## config.mk

```make
export PLATFORM = sky130hd
export DESIGN_NAME = fir_ss_feeder
export DESIGN_NICKNAME = d
export VERILOG_FILES = /design/src/rtl/fir_ss_feeder.sv
export SDC_FILE = /design/constraint.sdc
export NUM_CORES = 1
export LEC_CHECK = 0
export CAP_MARGIN = 20
export CORE_MARGIN = 2
export CORE_UTILIZATION = 55
export DETAILED_ROUTE_END_ITERATION = 7
export GPL_TIMING_DRIVEN = 1
export HOLD_SLACK_MARGIN = 0.1
export PLACE_DENSITY = 0.91
export SLEW_MARGIN = 20
export SYNTH_ARGS = -nofsm -noshare
export SYNTH_HDL_FRONTEND = slang
export SYNTH_SLANG_ARGS = --single-unit
```

## constraint.sdc

```tcl
create_clock -name axis_clk -period 7.4 [get_ports axis_clk]
set_input_delay 0.74 -clock axis_clk [delete_from_list [all_inputs] [get_ports axis_clk]]
set_output_delay 0.74 -clock axis_clk [all_outputs]
set_load 0.01 [all_outputs]
```

## src/rtl/fir_ss_feeder.sv

```systemverilog
// rtl/fir_ss_feeder.sv - reads a sample block from BRAM and streams it to fir's ss port; `FEEDER_PREFILL_EN adds a zero prefill
module fir_ss_feeder #(
    parameter int pADDR_WIDTH = 12,
    parameter int pDATA_WIDTH = 32,
    parameter int Tape_Num    = 11
) (
    input  logic                   axis_clk,
    input  logic                   axis_rst_n,
    input  logic                   start,
    input  logic [31:0]            length,
    output logic                   busy,
    output logic                   done,
    output logic                   ram_EN,
    output logic [pADDR_WIDTH-1:0] ram_A,
    input  logic [pDATA_WIDTH-1:0] ram_Do,
    output logic                   ss_tvalid,
    output logic [pDATA_WIDTH-1:0] ss_tdata,
    output logic                   ss_tlast,
    input  logic                   ss_tready
);

`ifdef FEEDER_PREFILL_EN
    typedef enum logic [2:0] {S_IDLE, S_PREFILL, S_STREAM, S_DRAIN, S_DONE} state_t;
`else
    typedef enum logic [2:0] {S_IDLE, S_STREAM, S_DRAIN, S_DONE} state_t;
`endif

    state_t                 state;
    logic [31:0]            len;
    logic [31:0]            idx;
    logic                   rd_pending;
    logic                   rd_last;
    logic                   skid_valid;
    logic [pDATA_WIDTH-1:0] skid_data;
    logic                   skid_last;

    logic                   pop;
    logic [2:0]             fill_after;
    logic                   issue;
    logic                   pre_push;
    logic                   push;
    logic [pDATA_WIDTH-1:0] push_data;
    logic                   push_last;

    assign pop = ss_tvalid & ss_tready;

    // Occupancy after this edge, counting the read whose data lands now.
    assign fill_after = 3'(ss_tvalid) + 3'(skid_valid) + 3'(rd_pending) - 3'(pop);

    assign issue  = (state == S_STREAM) && (fill_after < 3'd2);
    assign ram_EN = issue;
    assign ram_A  = {idx[pADDR_WIDTH-3:0], 2'b00};

`ifdef FEEDER_PREFILL_EN
    logic [31:0] pre_cnt;
    assign pre_push = (state == S_PREFILL) && (pre_cnt != 32'(Tape_Num)) && (fill_after < 3'd2);
`else
    assign pre_push = 1'b0;
`endif

    assign push      = rd_pending | pre_push;
    assign push_data = rd_pending ? ram_Do : '0;
    assign push_last = rd_pending & rd_last;

    always_ff @(posedge axis_clk) begin
        if (!axis_rst_n) begin
            state      <= S_IDLE;
            busy       <= 1'b0;
            done       <= 1'b0;
            len        <= '0;
            idx        <= '0;
            rd_pending <= 1'b0;
            rd_last    <= 1'b0;
            skid_valid <= 1'b0;
            skid_data  <= '0;
            skid_last  <= 1'b0;
            ss_tvalid  <= 1'b0;
            ss_tdata   <= '0;
            ss_tlast   <= 1'b0;
`ifdef FEEDER_PREFILL_EN
            pre_cnt    <= '0;
`endif
        end else begin
            done <= 1'b0;

            // Output register plus one skid entry form the 2-deep buffer.
            if (!ss_tvalid || pop) begin
                if (skid_valid) begin
                    ss_tvalid  <= 1'b1;
                    ss_tdata   <= skid_data;
                    ss_tlast   <= skid_last;
                    skid_valid <= push;
                    if (push) begin
                        skid_data <= push_data;
                        skid_last <= push_last;
                    end
                end else if (push) begin
                    ss_tvalid <= 1'b1;
                    ss_tdata  <= push_data;
                    ss_tlast  <= push_last;
                end else begin
                    ss_tvalid <= 1'b0;
                    ss_tlast  <= 1'b0;
                end
            end else if (push) begin
                skid_valid <= 1'b1;
                skid_data  <= push_data;
                skid_last  <= push_last;
            end

            rd_pending <= issue;
            if (issue) begin
                rd_last <= (idx == len - 32'd1);
                idx     <= idx + 32'd1;
            end

            case (state)
                S_IDLE: begin
                    if (start) begin
                        len  <= length;
                        idx  <= '0;
                        busy <= 1'b1;
`ifdef FEEDER_PREFILL_EN
                        pre_cnt <= '0;
                        state   <= S_PREFILL;
`else
                        if (length == 32'd0) begin
                            state <= S_DONE;
                            done  <= 1'b1;
                            busy  <= 1'b0;
                        end else begin
                            state <= S_STREAM;
                        end
`endif
                    end
                end
`ifdef FEEDER_PREFILL_EN
                S_PREFILL: begin
                    if (pre_push) begin
                        pre_cnt <= pre_cnt + 32'd1;
                    end
                    if ((pre_cnt == 32'(Tape_Num)) && (fill_after == 3'd0)) begin
                        if (len == 32'd0) begin
                            state <= S_DONE;
                            done  <= 1'b1;
                            busy  <= 1'b0;
                        end else begin
                            state <= S_STREAM;
                        end
                    end
                end
`endif
                S_STREAM: begin
                    if (issue && (idx == len - 32'd1)) begin
                        state <= S_DRAIN;
                    end
                end
                S_DRAIN: begin
                    if (fill_after == 3'd0) begin
                        state <= S_DONE;
                        done  <= 1'b1;
                        busy  <= 1'b0;
                    end
                end
                S_DONE: begin
                    state <= S_IDLE;
                end
                default: begin
                    state <= S_IDLE;
                end
            endcase
        end
    end

endmodule

```

==> impl_metrics.env <==
export IMPL_antenna_found_initial=0
export IMPL_drive_above_1_share_pct=5.98
export IMPL_cts_buffer_depth=2
export IMPL_irDropWorstVdd_v=0.000182
export IMPL_min_period_ns=3.84
export IMPL_postCtsSetupBuffers=0
export IMPL_hp_class="register to register"
export IMPL_slowest_delay_ns=0.41
export IMPL_status="finished, final reports clean"
export IMPL_multi_input_area_mm2=0.00389
export IMPL_grt_start_max_net_pins=109
export IMPL_synth_seq_cells=138
export IMPL_die_h_um=117
export IMPL_grt_usage_pct=24.4
export IMPL_syn_area_mm2=0.00697
export IMPL_tightest_slew_ns=1.05
export IMPL_maxCapViolCount=0
export IMPL_fin_nets=983
export IMPL_async_reset_ff_share_pct=0
export IMPL_rsz0062_at_grt="no"
export IMPL_drv_slew=0
export IMPL_vias_per_cell=5.55
export IMPL_finalPower_mw=2.44
export IMPL_ios=117
export IMPL_yosysUniqueCellTypes=67
export IMPL_dp_hpwl_mm=10.9
export IMPL_hold_slack_ns=0.463
export IMPL_yosys_warnings=0
export IMPL_fin_crit_sh_pct=51.9
export IMPL_worstSetupStartpointType="primary input"
export IMPL_drtIter0Drc=288
export IMPL_grt_pass1_wl_mm=26.2
export IMPL_crit_top_cell="and4_1"
export IMPL_first_pass_iters=5
export IMPL_setup_viol_count_final=0
export IMPL_hold_violations=0
export IMPL_io_buffers=114
export IMPL_setup_tns_ns=0
export IMPL_worst_path_max_fanout=5
export IMPL_cp_arrival_ns=4.08
export IMPL_power_density_mw_per_mm2=281
export IMPL_die_w_um=117
export IMPL_cts_sinks=138
export IMPL_ctsResizeCount=0
export IMPL_crit_end="idx[25]$_SDFF_PN0_"
export IMPL_ant_nets=0
export IMPL_h_tree_depth=4
export IMPL_rows=41
export IMPL_worstSetupPathType="primary input to register"
export IMPL_num_antenna_cells=0
export IMPL_fin_skew_ns=0.00718
export IMPL_placed_area_mm2=0.00811
export IMPL_fin_area_mm2=0.00868
export IMPL_yosys_area_top_type="dfxtp_1"
export IMPL_yosys_top_cells_count="nand2_1 (196), dfxtp_1 (138), a21boi_0 (66)"
export IMPL_seqCellArea_mm2=0.00276
export IMPL_required_ns=7.65
export IMPL_initial_core_util_pct=55.7
export IMPL_r2r_slack_ns=3.97
export IMPL_overflow=0
export IMPL_globalplace_congestion=0.917
export IMPL_synth_top_area_share_pct=39.6
export IMPL_synth_edf_count=0
export IMPL_drc=0
export IMPL_reg2reg_from="ss_tvalid$_SDFFE_PN0N_"
export IMPL_critPathSlowestCell="clkdlybuf4s50_1"
export IMPL_synth_seq_area_share_pct=39.6
export IMPL_synthToLayoutAreaGrowth_pct=24.6
export IMPL_worstPathCellList="clkdlybuf4s50_1 > and2_1 > ha_1 > inv_1 > fa_1 > inv_1 > ha_1 > and4_1 > nand4_1 > nor2_1 > and3_1 > and4_1 > and4_1 > nand3_1 > xor2_1 > nor2_1"
export IMPL_wl_per_cell_um=14.9
export IMPL_crit_start="ss_tready"
export IMPL_vias=6051
export IMPL_avgSynthCellArea_um2=8.45
export IMPL_worst_r2r_endpoint="idx[25]$_SDFF_PN0_"
export IMPL_slew_headroom_pct=29.6
export IMPL_core_mm2=0.0125
export IMPL_synth_cells=825
export IMPL_max_freq_mhz=261
export IMPL_critPathCaptureType="register"
export IMPL_grt_pass1_vias=5576
export IMPL_reg2reg_depth=15
export IMPL_die_area_mm2=0.0136
export IMPL_post_synth_top_count_cell="nand2_1"
export IMPL_synth_flop_cell="dfxtp_1"
export IMPL_drt_total_wl_mm=16.3
export IMPL_synth_area_top_cells="dfxtp_1 (40%), nand2_1 (11%), a21boi_0 (7.1%), mux2i_1 (5.6%), xor2_1 (4.9%)"
export IMPL_cts_root_buf="clkbuf_16"
export IMPL_cts_hold_buf=0
export IMPL_power_leakage_nw=3.42
export IMPL_cts_tree="done"
export IMPL_fill_cells=975
export IMPL_clkLatencyLatePin_ns=0.41
export IMPL_cts_made_buffers=17
export IMPL_clk_pin_slew_ns=0.06
==> critical path: cells and delay by family <==
kind / cells / cell delay, ns
xor gates and xnor gates: 1 / 0.16
adders and majority gates: 3 / 0.79
buffers and inverters: 3 / 0.52
and+or+nand+nor: 9 / 1.87
==> per-stage QoR <==
| stage | setup slack (ns) | util, % | cells |
|---|---|---|---|
| 2_1_floorplan | 3.57 | - | 826 |
| 3_3_place_gp | 3.33 | 64.8 | 1059 |
| 3_5_place_dp | 3.20 | 64.8 | 1059 |
| 4_1_cts | 3.57 | 69.3 | 1091 |
| 6_report | 3.56 | 69.3 | 1091 |
| 5_1_grt | 3.33 | 69.3 | 1091 |
==> kinds of logic after synthesis <==
logic type	Yosys count	synth area share (%)
DFF	138	39.6
AOI/OAI and AO/OA	149	16.9
muxes	40	5.76
xor gates and xnor gates	67	8.42
and+or+nand+nor	347	22.8
buffers and inverters	74	4.72
adders and majority gates	9	1.72
other	1	0.0538
==> cell usage in the layout (no fill, tap or decap), types with 14 or more instances in the layout <==
cell type	count
a21boi_0	66
and3_1	14
clkbuf_16	17
clkdlybuf4s50_1	113
dfxtp_1	137
inv_1	14
mux2i_1	39
nand2_1	196
nand3_1	15
nor2_1	43
nor4_1	17
o211a_1	32
xnor2_1	28
xor2_1	39
==> sequential cells by signal, indices dropped and copies added (netlist names) <==
register    count
skid_data      32
ss_tdata       32
rd_last         1
idx            32
len            32
ss_tvalid       1
done            1
state           2
push            1
skid_last       1
ss_tlast        1
skid_valid      1
busy            1
==> worst min-delay path by stage <==
stage / start / endpoint / slack [ns] / cells past startpoint
final: skid_data[23]$_SDFFE_PN0P_ / skid_data[23]$_SDFFE_PN0P_ / 0.46 / 2
after detailed placement: skid_data[19]$_SDFFE_PN0P_ / skid_data[19]$_SDFFE_PN0P_ / 0.46 / 2
after global routing: skid_data[18]$_SDFFE_PN0P_ / skid_data[18]$_SDFFE_PN0P_ / 0.49 / 2
after CTS: skid_data[19]$_SDFFE_PN0P_ / skid_data[19]$_SDFFE_PN0P_ / 0.47 / 2
after floorplan: skid_data[0]$_SDFFE_PN0P_ / skid_data[0]$_SDFFE_PN0P_ / 0.44 / 2
after global placement: skid_data[19]$_SDFFE_PN0P_ / skid_data[19]$_SDFFE_PN0P_ / 0.45 / 2
==> final cells by class <==
| type | count | share of cell area [%] |
|---|---|---|
| multi-input combinational | 614 | 44.8 |
| timing repair buffer | 121 | 13.7 |
| clock inverter | 10 | 1.08 |
| clock buffer | 22 | 5.46 |
| inverter | 14 | 0.605 |
| tap | 172 | 2.48 |
| sequential | 138 | 31.8 |
==> layer usage <==
metal / track usage (%) / vias up / routed length [um]
met5: 0 / - / 0
met2: 39.9 / 194 / 7680
met4: 7.53 / 0 / 240
met1: 30.6 / 2851 / 7120
met3: 8.10 / 17 / 1250
li1: - / 2989 / -
==> power breakdown <==
part / switching, mW / leakage (nW) / internal (mW)
registers: 0.0873 / 1.12 / 0.828
logic: 0.377 / 2.03 / 0.335
clock network: 0.320 / 0.272 / 0.488
total: 0.784 / 3.42 / 1.65
Power figures use the tool's default switching activity.
